`src/rtl/hazard_detection_unit_pkg.sv`:
```
// Shared types and constants for the MIPS pipeline hazard detection slice.
package mips_pipeline_pkg;

  typedef enum logic {
    RUN     = 1'b0,
    STALL_1 = 1'b1
  } hdu_state_e;

  // Classified hazard in the current cycle, kept as a named signal for debug.
  typedef enum logic [2:0] {
    NONE     = 3'd0,
    LU_ALU   = 3'd1,
    LU_CTRL  = 3'd2,
    ALU_CTRL = 3'd3,
    LD_CTRL  = 3'd4
  } hazard_e;

  localparam logic [4:0] REG_ZERO = 5'd0;

  // Register match that never fires on $zero.
  function automatic logic reg_match(input logic [4:0] dest, input logic [4:0] src);
    return (dest != REG_ZERO) && (dest == src);
  endfunction

endpackage

```
`src/rtl/hazard_detection_unit_if.sv`:
```
// Signal bundle between the ID stage pipeline logic and the hazard detection unit.
interface hazard_detection_unit_if #(
  parameter int unsigned CNT_WIDTH = 16
);
  logic [4:0]           reg_rs_IFID_i;
  logic [4:0]           reg_rt_IFID_i;
  logic                 uses_rt_ID_i;
  logic                 is_branch_ID_i;
  logic                 is_jr_ID_i;
  logic                 branch_taken_ID_i;
  logic                 jump_ID_i;
  logic                 ctl_mem_read_IDEX_i;
  logic                 ctl_reg_write_IDEX_i;
  logic [4:0]           reg_dest_IDEX_i;
  logic                 ctl_mem_read_EXMEM_i;
  logic [4:0]           reg_dest_EXMEM_i;
  logic                 clear_counters_i;
  logic                 pc_write_o;
  logic                 ifid_write_o;
  logic                 idex_bubble_o;
  logic                 ifid_flush_o;
  logic [CNT_WIDTH-1:0] stall_cycles_o;
  logic [CNT_WIDTH-1:0] flush_count_o;

  modport master (
    output reg_rs_IFID_i, reg_rt_IFID_i, uses_rt_ID_i, is_branch_ID_i, is_jr_ID_i,
           branch_taken_ID_i, jump_ID_i, ctl_mem_read_IDEX_i, ctl_reg_write_IDEX_i,
           reg_dest_IDEX_i, ctl_mem_read_EXMEM_i, reg_dest_EXMEM_i, clear_counters_i,
    input  pc_write_o, ifid_write_o, idex_bubble_o, ifid_flush_o,
           stall_cycles_o, flush_count_o
  );

  modport slave (
    input  reg_rs_IFID_i, reg_rt_IFID_i, uses_rt_ID_i, is_branch_ID_i, is_jr_ID_i,
           branch_taken_ID_i, jump_ID_i, ctl_mem_read_IDEX_i, ctl_reg_write_IDEX_i,
           reg_dest_IDEX_i, ctl_mem_read_EXMEM_i, reg_dest_EXMEM_i, clear_counters_i,
    output pc_write_o, ifid_write_o, idex_bubble_o, ifid_flush_o,
           stall_cycles_o, flush_count_o
  );
endinterface

```
`src/rtl/hazard_detection_unit_sat_counter.sv`:
```
// Saturating up-counter with synchronous reset and clear (clear beats increment).
module sat_counter #(
  parameter int unsigned WIDTH = 16
) (
  input  logic             clk,
  input  logic             reset,
  input  logic             clr,
  input  logic             inc,
  output logic [WIDTH-1:0] count
);

  always_ff @(posedge clk) begin
    if (reset || clr) begin
      count <= '0;
    end else if (inc && (count != '1)) begin
      count <= count + 1'b1;
    end
  end

endmodule

```
`src/rtl/hazard_detection_unit.sv`:
```
// Stall/flush controller for hazards that bypassing cannot resolve (load-use,
// branch/jr operands consumed in ID), with stall and flush statistics.
module hazard_detection_unit
  import mips_pipeline_pkg::*;
#(
  parameter int unsigned CNT_WIDTH = 16
) (
  input  logic                    clk,
  input  logic                    reset,
  hazard_detection_unit_if.slave  hz
);

  hdu_state_e state, state_nxt;
  hazard_e    hazard;
  logic       ctrl_id;
  logic       match_ex, match_mem;
  logic       stall, flush;
  logic [CNT_WIDTH-1:0] stall_cnt, flush_cnt;

  // jr only reads rs, so an rt match is discarded for it.
  assign ctrl_id   = hz.is_branch_ID_i | hz.is_jr_ID_i;
  assign match_ex  = reg_match(hz.reg_dest_IDEX_i, hz.reg_rs_IFID_i)
                   | (hz.uses_rt_ID_i && !hz.is_jr_ID_i
                      && reg_match(hz.reg_dest_IDEX_i, hz.reg_rt_IFID_i));
  assign match_mem = reg_match(hz.reg_dest_EXMEM_i, hz.reg_rs_IFID_i)
                   | (hz.uses_rt_ID_i && !hz.is_jr_ID_i
                      && reg_match(hz.reg_dest_EXMEM_i, hz.reg_rt_IFID_i));

  always_ff @(posedge clk) begin
    if (reset) begin
      state <= RUN;
    end else begin
      state <= state_nxt;
    end
  end

  always_comb begin
    hazard    = NONE;
    state_nxt = RUN;
    if (state == RUN) begin
      if (hz.ctl_mem_read_IDEX_i && match_ex && ctrl_id) begin
        hazard = LU_CTRL;
      end else if (hz.ctl_mem_read_IDEX_i && match_ex) begin
        hazard = LU_ALU;
      end else if (hz.ctl_reg_write_IDEX_i && !hz.ctl_mem_read_IDEX_i && match_ex && ctrl_id) begin
        hazard = ALU_CTRL;
      end else if (hz.ctl_mem_read_EXMEM_i && match_mem && ctrl_id) begin
        hazard = LD_CTRL;
      end
      if (hazard == LU_CTRL) begin
        state_nxt = STALL_1;
      end
    end
  end

  // Reset masks outputs in the same cycle, so a pending STALL_1 never shows.
  assign stall = !reset && ((hazard != NONE) || (state == STALL_1));
  assign flush = !reset && !stall && (hz.branch_taken_ID_i || hz.jump_ID_i);

  assign hz.pc_write_o    = !stall;
  assign hz.ifid_write_o  = !stall;
  assign hz.idex_bubble_o = stall;
  assign hz.ifid_flush_o  = flush;

  sat_counter #(.WIDTH(CNT_WIDTH)) u_stall_cnt (
    .clk   (clk),
    .reset (reset),
    .clr   (hz.clear_counters_i),
    .inc   (stall),
    .count (stall_cnt)
  );

  sat_counter #(.WIDTH(CNT_WIDTH)) u_flush_cnt (
    .clk   (clk),
    .reset (reset),
    .clr   (hz.clear_counters_i),
    .inc   (flush),
    .count (flush_cnt)
  );

  assign hz.stall_cycles_o = stall_cnt;
  assign hz.flush_count_o  = flush_cnt;

endmodule

```
`src/flat_wrapper.sv`:
```
// flat-port wrapper written by rule: the top's interface ports become plain ports
module hazard_detection_unit_flat import mips_pipeline_pkg::*;
#(
  parameter int unsigned CNT_WIDTH = 16
)
  (clk, reset, hz_reg_rs_IFID_i, hz_reg_rt_IFID_i, hz_uses_rt_ID_i, hz_is_branch_ID_i, hz_is_jr_ID_i, hz_branch_taken_ID_i, hz_jump_ID_i, hz_ctl_mem_read_IDEX_i, hz_ctl_reg_write_IDEX_i, hz_reg_dest_IDEX_i, hz_ctl_mem_read_EXMEM_i, hz_reg_dest_EXMEM_i, hz_clear_counters_i, hz_pc_write_o, hz_ifid_write_o, hz_idex_bubble_o, hz_ifid_flush_o, hz_stall_cycles_o, hz_flush_count_o);
  hazard_detection_unit_if #(.CNT_WIDTH(CNT_WIDTH)) hz_i ();
  input  logic clk;
  input  logic reset;
  input wire logic [$bits(hz_i.reg_rs_IFID_i)-1:0] hz_reg_rs_IFID_i;
  input wire logic [$bits(hz_i.reg_rt_IFID_i)-1:0] hz_reg_rt_IFID_i;
  input wire logic [$bits(hz_i.uses_rt_ID_i)-1:0] hz_uses_rt_ID_i;
  input wire logic [$bits(hz_i.is_branch_ID_i)-1:0] hz_is_branch_ID_i;
  input wire logic [$bits(hz_i.is_jr_ID_i)-1:0] hz_is_jr_ID_i;
  input wire logic [$bits(hz_i.branch_taken_ID_i)-1:0] hz_branch_taken_ID_i;
  input wire logic [$bits(hz_i.jump_ID_i)-1:0] hz_jump_ID_i;
  input wire logic [$bits(hz_i.ctl_mem_read_IDEX_i)-1:0] hz_ctl_mem_read_IDEX_i;
  input wire logic [$bits(hz_i.ctl_reg_write_IDEX_i)-1:0] hz_ctl_reg_write_IDEX_i;
  input wire logic [$bits(hz_i.reg_dest_IDEX_i)-1:0] hz_reg_dest_IDEX_i;
  input wire logic [$bits(hz_i.ctl_mem_read_EXMEM_i)-1:0] hz_ctl_mem_read_EXMEM_i;
  input wire logic [$bits(hz_i.reg_dest_EXMEM_i)-1:0] hz_reg_dest_EXMEM_i;
  input wire logic [$bits(hz_i.clear_counters_i)-1:0] hz_clear_counters_i;
  output wire logic [$bits(hz_i.pc_write_o)-1:0] hz_pc_write_o;
  output wire logic [$bits(hz_i.ifid_write_o)-1:0] hz_ifid_write_o;
  output wire logic [$bits(hz_i.idex_bubble_o)-1:0] hz_idex_bubble_o;
  output wire logic [$bits(hz_i.ifid_flush_o)-1:0] hz_ifid_flush_o;
  output wire logic [$bits(hz_i.stall_cycles_o)-1:0] hz_stall_cycles_o;
  output wire logic [$bits(hz_i.flush_count_o)-1:0] hz_flush_count_o;
  assign hz_i.reg_rs_IFID_i = hz_reg_rs_IFID_i;
  assign hz_i.reg_rt_IFID_i = hz_reg_rt_IFID_i;
  assign hz_i.uses_rt_ID_i = hz_uses_rt_ID_i;
  assign hz_i.is_branch_ID_i = hz_is_branch_ID_i;
  assign hz_i.is_jr_ID_i = hz_is_jr_ID_i;
  assign hz_i.branch_taken_ID_i = hz_branch_taken_ID_i;
  assign hz_i.jump_ID_i = hz_jump_ID_i;
  assign hz_i.ctl_mem_read_IDEX_i = hz_ctl_mem_read_IDEX_i;
  assign hz_i.ctl_reg_write_IDEX_i = hz_ctl_reg_write_IDEX_i;
  assign hz_i.reg_dest_IDEX_i = hz_reg_dest_IDEX_i;
  assign hz_i.ctl_mem_read_EXMEM_i = hz_ctl_mem_read_EXMEM_i;
  assign hz_i.reg_dest_EXMEM_i = hz_reg_dest_EXMEM_i;
  assign hz_i.clear_counters_i = hz_clear_counters_i;
  assign hz_pc_write_o = hz_i.pc_write_o;
  assign hz_ifid_write_o = hz_i.ifid_write_o;
  assign hz_idex_bubble_o = hz_i.idex_bubble_o;
  assign hz_ifid_flush_o = hz_i.ifid_flush_o;
  assign hz_stall_cycles_o = hz_i.stall_cycles_o;
  assign hz_flush_count_o = hz_i.flush_count_o;
  hazard_detection_unit #(.CNT_WIDTH(CNT_WIDTH)) u_core (.clk(clk), .reset(reset), .hz(hz_i));
endmodule
```
`config.mk`:
```
export PLATFORM = sky130hd
export DESIGN_NAME = hazard_detection_unit_flat
export DESIGN_NICKNAME = d
export VERILOG_FILES = /design/src/rtl/hazard_detection_unit_pkg.sv /design/src/rtl/hazard_detection_unit_if.sv /design/src/rtl/hazard_detection_unit_sat_counter.sv /design/src/rtl/hazard_detection_unit.sv /design/src/flat_wrapper.sv
export SDC_FILE = /design/constraint.sdc
export NUM_CORES = 1
export LEC_CHECK = 0
export ABC_AREA = 1
export CAP_MARGIN = 40
export CORE_ASPECT_RATIO = 1.75
export CORE_MARGIN = 5
export CORE_UTILIZATION = 25
export CTS_CLUSTER_DIAMETER = 60
export DETAILED_ROUTE_END_ITERATION = 10
export GPL_TIMING_DRIVEN = 0
export MAX_ROUTING_LAYER = met4
export RECOVER_POWER = 50
export SKIP_CTS_REPAIR_TIMING = 1
export SYNTH_ARGS = -nofsm -noshare
export SYNTH_HDL_FRONTEND = slang
export SYNTH_SLANG_ARGS = --single-unit
```
`constraint.sdc`:
```
create_clock -name clk -period 2.1 [get_ports clk]
set_input_delay 0.315 -clock clk [delete_from_list [all_inputs] [get_ports clk]]
set_output_delay 0.315 -clock clk [all_outputs]
set_load 0.005 [all_outputs]
```
## Word level (Yosys, flattened, before mapping)

Cells that the tools add are included.

| word-level totals | value |
|---|---|
| register bits after elaboration | 33 |
| input port bits | 31 |
| output and inout bits | 36 |
| logic and storage cells | 52 |

| cells by class | value |
|---|---|
| add/sub/neg operators | 2 |
| equality and inequality tests | 7 |
| multiplexer cells | 7 |
| bitwise logic cells | 3 |
| reduce and logical (&&, ||, !) cells | 30 |

Operators by type and width:

| cell | number |
|---|---|
| adder 16 x 1 -> 16 bit (second input constant) | 2 |
| inequality test 16 bit (second input constant) | 2 |
| equality test 5 bit | 4 |
| logical AND 1 bit | 19 |
| 2-to-1 mux 3 bit | 6 |
| nonzero test 5 bit | 2 |
| logical NOT 1 bit | 4 |
| equality test 3 x 2 -> 1 bit (second input constant) | 1 |
| logical OR 1 bit | 3 |
| bitwise OR 1 bit | 3 |
| nonzero test 3 bit | 1 |
| OR reduction 2 bit | 1 |
| 2-to-1 mux 1 bit | 1 |

## Depth between registers and ports, before layout

Gate-level depths: netlist (run 1).

| logic depth | value |
|---|---|
| depth after elaboration | 19 |
| gate-level depth with buffers | 13 |
| mapped depth without buffers | 12 |

## Hierarchy

A second synthesis (run 1) with hierarchy kept.

| second synthesis, totals | value |
|---|---|
| cells, all modules | 416 |
| area, all modules | 2402.3 um^2 |

By module, submodules not included:

| module | times used | cells each | area each (um^2) | sequential area each (um^2) |
|---|---|---|---|---|
| sat_counter | 2 | 149 | 950.9 | 320.3 |
| hazard_detection_unit | 1 | 118 | 500.5 | 20.0 |

## Worst setup path before layout (run 1)

Ideal clock, no wire load.

| path | value |
|---|---|
| path kind | input to output |
| start | in hz_uses_rt_ID_i |
| end | out hz_pc_write_o |
| arrival | 1.444 ns |
| data required time | 1.785 ns |
| slack | 0.341 ns |
| stages on the path | 13 |
| buffers on the path | 2 |
| path through | inv_1 > nor2_1 > nand2_1 > nor2_1 > nand3_1 > nand2_1 > nand2_1 > nor2_1 > nor2_1 > buf_2 > nor2_1 > inv_1 > buf_4 |

| on the way | value |
|---|---|
| cells in the longest elaborated chain, start to end | 15 |
| elaborated cells on any way between the ends | 21 |
| classes of those cells | 6 x mux; 2 x bitwise; 13 x reduce/logical |

RTL lines:

| what | RTL line | source |
|---|---|---|
| start, declared | flat_wrapper.sv:12 | `input wire logic [$bits(hz_i.uses_rt_ID_i)-1:0] hz_uses_rt_ID_i;` |
| logical AND 1 bit (*) | hazard_detection_unit.sv:23, hazard_detection_unit.sv:26 |  |
| logical AND 1 bit | hazard_detection_unit.sv:27 | `&& reg_match(hz.reg_dest_EXMEM_i, hz.reg_rt_IFID_i));` |
| bitwise OR 1 bit | hazard_detection_unit.sv:26 | `\| (hz.uses_rt_ID_i && !hz.is_jr_ID_i` |
| logical AND 1 bit (2 in a row) | hazard_detection_unit.sv:47 | `end else if (hz.ctl_mem_read_EXMEM_i && match_mem && ctrl_id) begin` |
| 2-to-1 mux 3 bit | hazard_detection_unit.sv:47 |  |
| 2-to-1 mux 3 bit | hazard_detection_unit.sv:45 | `end else if (hz.ctl_reg_write_IDEX_i && !hz.ctl_mem_read_IDEX_i && match_ex && ctrl_id) begin` |
| 2-to-1 mux 3 bit | hazard_detection_unit.sv:43 | `end else if (hz.ctl_mem_read_IDEX_i && match_ex) begin` |
| 2-to-1 mux 3 bit (*) | hazard_detection_unit.sv:41 | `if (hz.ctl_mem_read_IDEX_i && match_ex && ctrl_id) begin` |
| 2-to-1 mux 3 bit (*) (2 in a row) | hazard_detection_unit.sv:40 | `if (state == RUN) begin` |
| nonzero test 3 bit (*) | hazard_detection_unit.sv:57 | `assign stall = !reset && ((hazard != NONE) \|\| (state == STALL_1));` |
| logical OR 1 bit (*) | hazard_detection_unit.sv:57 |  |
| logical AND 1 bit (*) | hazard_detection_unit.sv:57 |  |
| via hz_idex_bubble_o | flat_wrapper.sv:25 | `output wire logic [$bits(hz_i.idex_bubble_o)-1:0] hz_idex_bubble_o;` |
| logical NOT 1 bit (*) | -- |  |
| end, declared | flat_wrapper.sv:23 | `output wire logic [$bits(hz_i.pc_write_o)-1:0] hz_pc_write_o;` |

Mark *: on every way through the listed nets, which the timed path passes. The rest lies on a longest branch. The select of a mux whose other input is x is not followed.

## Final worst setup path (run 1)

| path | value |
|---|---|
| start | in hz_is_branch_ID_i |
| end | out hz_pc_write_o |

| on the way | value |
|---|---|
| cells in the longest elaborated chain, start to end | 12 |
| elaborated cells on any way between the ends | 14 |
| classes of those cells | 6 x mux; 1 x bitwise; 7 x reduce/logical |

RTL lines:

| what | RTL line | source |
|---|---|---|
| start, declared | flat_wrapper.sv:13 | `input wire logic [$bits(hz_i.is_branch_ID_i)-1:0] hz_is_branch_ID_i;` |
| bitwise OR 1 bit (*) | hazard_detection_unit.sv:21 | `assign ctrl_id = hz.is_branch_ID_i \| hz.is_jr_ID_i;` |
| logical AND 1 bit | hazard_detection_unit.sv:47 |  |
| 2-to-1 mux 3 bit | hazard_detection_unit.sv:47 |  |
| 2-to-1 mux 3 bit | hazard_detection_unit.sv:45 |  |
| 2-to-1 mux 3 bit | hazard_detection_unit.sv:43 |  |
| 2-to-1 mux 3 bit (*) | hazard_detection_unit.sv:41 |  |
| 2-to-1 mux 3 bit (*) (2 in a row) | hazard_detection_unit.sv:40 |  |
| nonzero test 3 bit (*) | hazard_detection_unit.sv:57 |  |
| logical OR 1 bit (*) | hazard_detection_unit.sv:57 |  |
| logical AND 1 bit (*) | hazard_detection_unit.sv:57 |  |
| logical NOT 1 bit (*) | hazard_detection_unit.sv:60 | `assign hz.pc_write_o = !stall;` |

Mark *: on every way between the ends. The rest lies on a longest branch, timed or not. The select of a mux whose other input is x is not followed.

==> out/qor.yml, run 1 <==
critical_path:
  cp_max_fo: 2
  critPathBufInv: 7
  criticalPathCategory: "primary input to primary output"
  cp-end-kind: "primary output"
  cp_slowest_cell: "clkdlybuf4s50_1"
  crit_top_cell: "inv_2"
  cp.required_ps: 1780
  cp_top_family: "buffers and inverters"
  cp-start-kind: "primary input"
  crit_chain: "clkdlybuf4s50_1 -> nor2_2 -> inv_2 -> nand3_2 -> inv_2 -> nand2_1 -> nand2_2 -> nor2_4 -> buf_8 -> nor2_4 -> inv_2 -> buf_4 -> buf_6"
  crit_path_max_incr_delay_ps: 470
  worstPathArrival_ps: 1750
logic_synthesis:
  synth_area_mm2: 0.002482
  synthArstFlopShare_pct: 0
  syn_area_per_cell_um2: 6.448
  synth_edf_count: 0
  synth_cell_types: 28
  synthFlopType: "dfxtp_1"
  yosysTopAreaCell: "dfxtp_1"
  syn_inst: 385
  synth_common_cells: "107 x nand2_1, 47 x nor2_1, 41 x inv_1, 34 x nand4_1, 33 x dfxtp_1"
  yosysMostFrequentCell: "nand2_1"
  synth_seq_area_share_pct: 26.61
  synth_top_area_share_pct: 26.61
  syn-num-nets: 418
  synth-seq-cells: 33
  ys_warn_count: 0
  ys_top_cells_by_area: "dfxtp_1 27%, nand2_1 16%, nand4_1 8.6%"
layout:
  diodes: 0
  drive_gt1_share_pct: 17.95
  syn_to_final_growth_pct: 46.22
  finalNetCount: 500
timing:
  fmax_mhz: 484.0
  hold_violations: 0
  rsz0062_at_grt: "yes"
  fin_skew_ps: 3.289
  tns_ps: 0
  slew_violations: 0
  worst_pin_slew_ps: 494.5
  setup_violations: 0
  final.period_utilization_pct: 98.38
  max-slew-margin-rel_pct: 67.04
  post-route-min-period_ps: 2066
global_routing:
  grt_pass1_wl_um: 12340
  grtUsageTotal_pct: 13.02
  grt-ovfl-total: 0
  grt_max_degree: 12
  antenna_found_initial: 0
  grt_pass1_vias: 2666
die:
  rows: 48
  die_area_mm2: 0.01210
  initial_core_util_pct: 25.36
  ioPinCount: 67
  core_area_mm2: 0.009789
  die_w_um: 85.33
  die_h_um: 141.8
clock_network:
  worstSkewPairLatency_ps: 280
  cts_tree: "done"
  cts-root-buf: "clkbuf_16"
  clkSlewWorstSetupHoldPaths_ps: 50
  clock_path_buffers: 2
  htree_levels: 2
  cts_buffers: 5
  cts.sinks: 33
pwr:
  totalPowerFinal_uw: 1614
  ir_drop_v: 0.0002657
  power_density_mw_per_mm2: 444.8
  leakage_uw: 0.001713
route:
  route.detailed.wl_per_inst_um: 12.97
  drc: 0
  totalWireLength_um: 7693
  dr.pass1.iters: 4
  dr.first_iter.drc_count: 142
  via_per_inst: 4.546
  ant_nets: 0
  num_vias: 2696
place:
  numPortBuffers: 66
  gp_congestion: 0.8894
  hpwlAfterDp_um: 6181
hold_path:
  hold_class: "primary input to register"
outcome:
  status: "finished clean"
run:
  maxCapViolations: 0
==> per-layer routing <==
metal  track usage, %  vias to the layer above  routed length (um)
met2            25.57                       67                4406
li1                 -                     1407                   -
met4            4.337                        0                 134
met1            12.46                     1210                2842
met3            2.208                       12                 311
met5                -                        -                   0
==> cell families (layout without fill, tap and decap cells) <==
family          after synthesis  in the layout  synth area share [%]
compound gates               28             28                 7.006
flops                        33             33                 26.61
simple gates                236            236                 45.41
xor+xnor                     28             28                 9.879
fa+ha+maj                     2              2                 1.008
buf+inv                      58            141                 10.08
==> state kept, by name (all words and copies together) (netlist names) <==
signal,flops
u_core.u_flush_cnt.count,16
u_core.state,1
u_core.u_stall_cnt.count,16
==> cells in the final DEF, fill, tap and decap left out, types with 4 or more instances in the layout <==
cell type          n
clkdlybuf4s50_1    9
nor3_1             7
a21oi_2            8
nand3_1           15
nand2_1          103
dlygate4sd3_1     31
a21oi_1           18
nor2_4             4
dlymetal6s2s_1    20
nand4_1           34
inv_2              8
xor2_1            18
clkbuf_16          5
xnor2_1           10
inv_1             37
nand2_2           16
nor2_1            40
clkbuf_2           7
nor2_2             4
dfxtp_1           31
buf_4             11
==> final cells by class <==
cell class	instances	area [um2]
buffer	10	80.08
clock buffer	5	125.1
clock inverter	3	17.52
fill	1034	6160
inverter	47	176.4
multi-input combinational	294	1649
sequential	33	663.1
tap	125	156.4
timing repair buffer	76	762.0
==> tightest hold or removal path, stage by stage <==
cell and delay (ps):
dlymetal6s2s_1 150, nor2_2 150, nor3_1 90
==> path summary, 6_finish.rpt <==
path,from,end,slack [ps],cells after the start
min,hz_is_jr_ID_i,u_core.state$_SDFF_PP0_,470,3
min reg2reg,u_core.u_flush_cnt.count[3]$_SDFFE_PP0P_,u_core.u_flush_cnt.count[3]$_SDFFE_PP0P_,500,2
max reg2reg,u_core.u_flush_cnt.count[0]$_SDFFE_PP0P_,u_core.u_flush_cnt.count[10]$_SDFFE_PP0P_,170,10
max,hz_is_branch_ID_i,hz_pc_write_o,30,13
==> stage by stage <==
step | instances | hold WS [ps] | utilization, % | setup WS (ps) | instance area (um2)
after detailed placement | 576 | 491.2 | 33.70 | -1027 | 3299
after floorplan | 385 | 467.4 | - | 341.0 | 2482
after global routing | 593 | 485.3 | 37.08 | -43.86 | 3630
after CTS | 584 | 499.5 | 35.16 | -1023 | 3442
final | 593 | 474.7 | 37.08 | 33.92 | 3630
after global placement | 576 | 491.6 | 33.70 | -992.9 | 3299
==> power by group <==
group | total, uW | switching [uW] | leakage, uW | internal [uW]
clock network | 718 | 283 | 0.0000696 | 434
registers | 633 | 3.79 | 0.000267 | 629
logic | 264 | 146 | 0.00138 | 118
total | 1610 | 433 | 0.00171 | 1180
Power figures use the tool's default switching activity.
==> run 2, diff against run 1 <==
CORE_UTILIZATION = 49   (was 25)
PLACE_DENSITY = 0.81   (was default)
==> run 2 against run 1 <==
  * Largest power group is now sequential cells
  * Sequential share of layout area increased by 0.68 points
  * Highest routed layer unchanged
  * Global-route usage grew 9.0 points
  * Fmax grew 1.7%
==> out/qor.yml, run 2 (same netlist as run 1, synthesis figures left out) <==
timing:
  final.period_utilization_pct: 96.71  # -1.7 points
  hold_violations: 0  # unchanged
  post-route-min-period_ps: 2031  # -35.20 ps
  slew_violations: 0  # unchanged
  max-slew-margin-rel_pct: 51.01  # -16 points
  tns_ps: 0  # unchanged
  setup_violations: 0  # unchanged
  fmax_mhz: 492.4  # +1.7%
  fin_skew_ps: 10.10  # +6.808 ps
  rsz0062_at_grt: "yes"
  worst_pin_slew_ps: 734.8  # +240.3 ps
hold_path:
  hold_class: "register to register"
  hold_start: "u_core.u_stall_cnt.count[13]$_SDFFE_PP0P_"
  hold-path-cell-count: 2  # -1
  min_to: "u_core.u_stall_cnt.count[13]$_SDFFE_PP0P_"
outcome:
  status: "finished clean"
critical_path:
  rrSetupSlack_ps: 110  # -60 ps
  crit_path_max_incr_delay_ps: 180  # -290 ps
  r2r_end: "u_core.u_flush_cnt.count[8]$_SDFFE_PP0P_"
  crit_top_cell: "nor2_4"
  r2r_start: "u_core.u_flush_cnt.count[1]$_SDFFE_PP0P_"
  cp-start-kind: "primary input"
  reg2reg_depth: 10  # unchanged
  cp-end-kind: "primary output"
  cp_top_family: "simple AND/OR/NAND/NOR gates"
  crit_chain: "dlymetal6s2s_1 -> inv_1 -> nand2_1 -> nand2_1 -> nor2_1 -> nand3_1 -> nand2_2 -> nand2_2 -> nor2_4 -> nor2_4 -> buf_6 -> nor2_4 -> inv_2 -> buf_4 -> clkbuf_2"
  cp_max_fo: 6  # +4
  criticalPathCategory: "primary input to primary output"
  cp_slowest_cell: "dlymetal6s2s_1"
  worstPathArrival_ps: 1720  # -30 ps
  critPathBufInv: 6  # -1
  cp.required_ps: 1780  # about the same
clock_network:
  worstSkewPairLatency_ps: 290  # about the same
  cts_buffers: 5  # unchanged
  htree_levels: 2  # unchanged
  cts_tree: "done"
  cts-root-buf: "clkbuf_8"
  cts.sinks: 33  # unchanged
  clkSlewWorstSetupHoldPaths_ps: 70  # +20 ps
  clock_path_buffers: 2  # unchanged
route:
  num_vias: 2813  # +4.3%
  via_per_inst: 5.389  # +19%
  drc: 0  # unchanged
  route.detailed.wl_per_inst_um: 13.83  # +6.6%
  dr.first_iter.drc_count: 116  # -18%
  dr.pass1.iters: 5  # +1
  totalWireLength_um: 7221  # -6.1%
  ant_nets: 0  # unchanged
layout:
  diodes: 0  # unchanged
  reg_top3: "u_core.u_flush_cnt.count x16, u_core.u_stall_cnt.count x16, u_core.state x1"
  utilization_pct: 71.17  # +34 points
  stdcell_area_mm2: 0.003512  # -3.2%
  drive_gt1_share_pct: 19.02  # +1.1 points
  fillers: 421  # -59%
  finalNetCount: 500  # unchanged
  final_common_cell: "nand2_1"
  final_cell_mix: "102 x nand2_1, 38 x inv_1, 38 x nor2_1"
  syn_to_final_growth_pct: 41.48
global_routing:
  grt-ovfl-total: 0  # unchanged
  grt_max_degree: 11  # -1
  grtUsageTotal_pct: 22.04  # +9.0 points
  grt_pass1_wl_um: 11960  # -3.1%
  grt_pass1_vias: 2744  # +2.9%
  antenna_found_initial: 0  # unchanged
die:
  initial_core_util_pct: 50.30  # +25 points
  die_w_um: 63.81  # -25%
  rows: 34  # -29%
  die_h_um: 104.2  # -27%
  ioPinCount: 67  # unchanged
  die_area_mm2: 0.006646  # -45%
  core_area_mm2: 0.004935  # -50%
pwr:
  power_density_mw_per_mm2: 433.2  # -2.6%
  leakage_uw: 0.001672  # -2.4%
  ir_drop_v: 0.0004339  # +63%
run:
  maxCapViolations: 0  # unchanged
place:
  numPortBuffers: 66  # unchanged
  gp_congestion: 0.9392  # +5.6%
  hpwlAfterDp_um: 5513  # -11%
  postPlaceCellArea_mm2: 0.003211  # -2.7%
[run 2: cell types whose count changed in the layout (fill, tap and decap cells not counted), moves of 3 or more]
cell and delta:
clkbuf_8 +6, clkbuf_2 +3, dlygate4sd3_1 -3, clkbuf_16 -5
[run 2: where the power goes]
group	switching (uW)	leakage, uW	internal, uW
Clock	238	0.0000585	387
Sequential	4.03	0.000268	629
Combinational	147	0.00135	116
Total	390	0.00167	1130
[run 2: worst max path at each step]
stage | slack, ps | endpoint | cells past startpoint | start
floorplan | 340 | hz_pc_write_o | 13 | hz_uses_rt_ID_i
global placement | -1000 | hz_pc_write_o | 14 | hz_reg_dest_IDEX_i[2]
detailed placement | -1020 | hz_pc_write_o | 14 | hz_reg_dest_EXMEM_i[0]
CTS | -1030 | hz_pc_write_o | 14 | hz_reg_dest_EXMEM_i[0]
global route | -40 | hz_pc_write_o | 15 | hz_reg_dest_IDEX_i[4]
finish | 70 | hz_pc_write_o | 15 | hz_reg_dest_IDEX_i[4]
[run 2: routing by layer]
layer  vias to the layer above  wire [um]  share of wire (%)  track usage, %
met5                         -          0                  0               -
met4                         0        268                3.7           10.10
met3                        30        365                5.1           3.243
met2                       115       3850                 53           38.71
met1                      1264       2737                 38           23.55
li1                       1404          -                  -               -
[run 2: cell type report]
cell class	instances	area, um2	area share [%]
multi-input combinational	294	1668	47.49
timing repair buffer	76	743.2	21.16
sequential	33	665.6	18.95
inverter	47	176.4	5.023
clock buffer	7	86.33	2.458
buffer	10	75.07	2.138
tap	54	67.56	1.924
clock inverter	1	30.03	0.8550
[run 2: worst min-delay path, cell delays in order, from the launching register on]
cell,delay (ps)
dfxtp_1,330
nand2_1,70
a21oi_1,50
[run 2: through the flow]
step / total power [uW] / worst slack (ps) / hold WS (ps) / instances
finish: 1521 / 69.11 / 491.8 / 522
global route: 1578 / -36.30 / 503.0 / 522
CTS: 1510 / -1029 / 498.1 / 513
detailed placement: 885.2 / -1015 / 485.2 / 505
global placement: 883.1 / -995.9 / 486.4 / 505
floorplan: 769.7 / 341.0 / 467.4 / 385
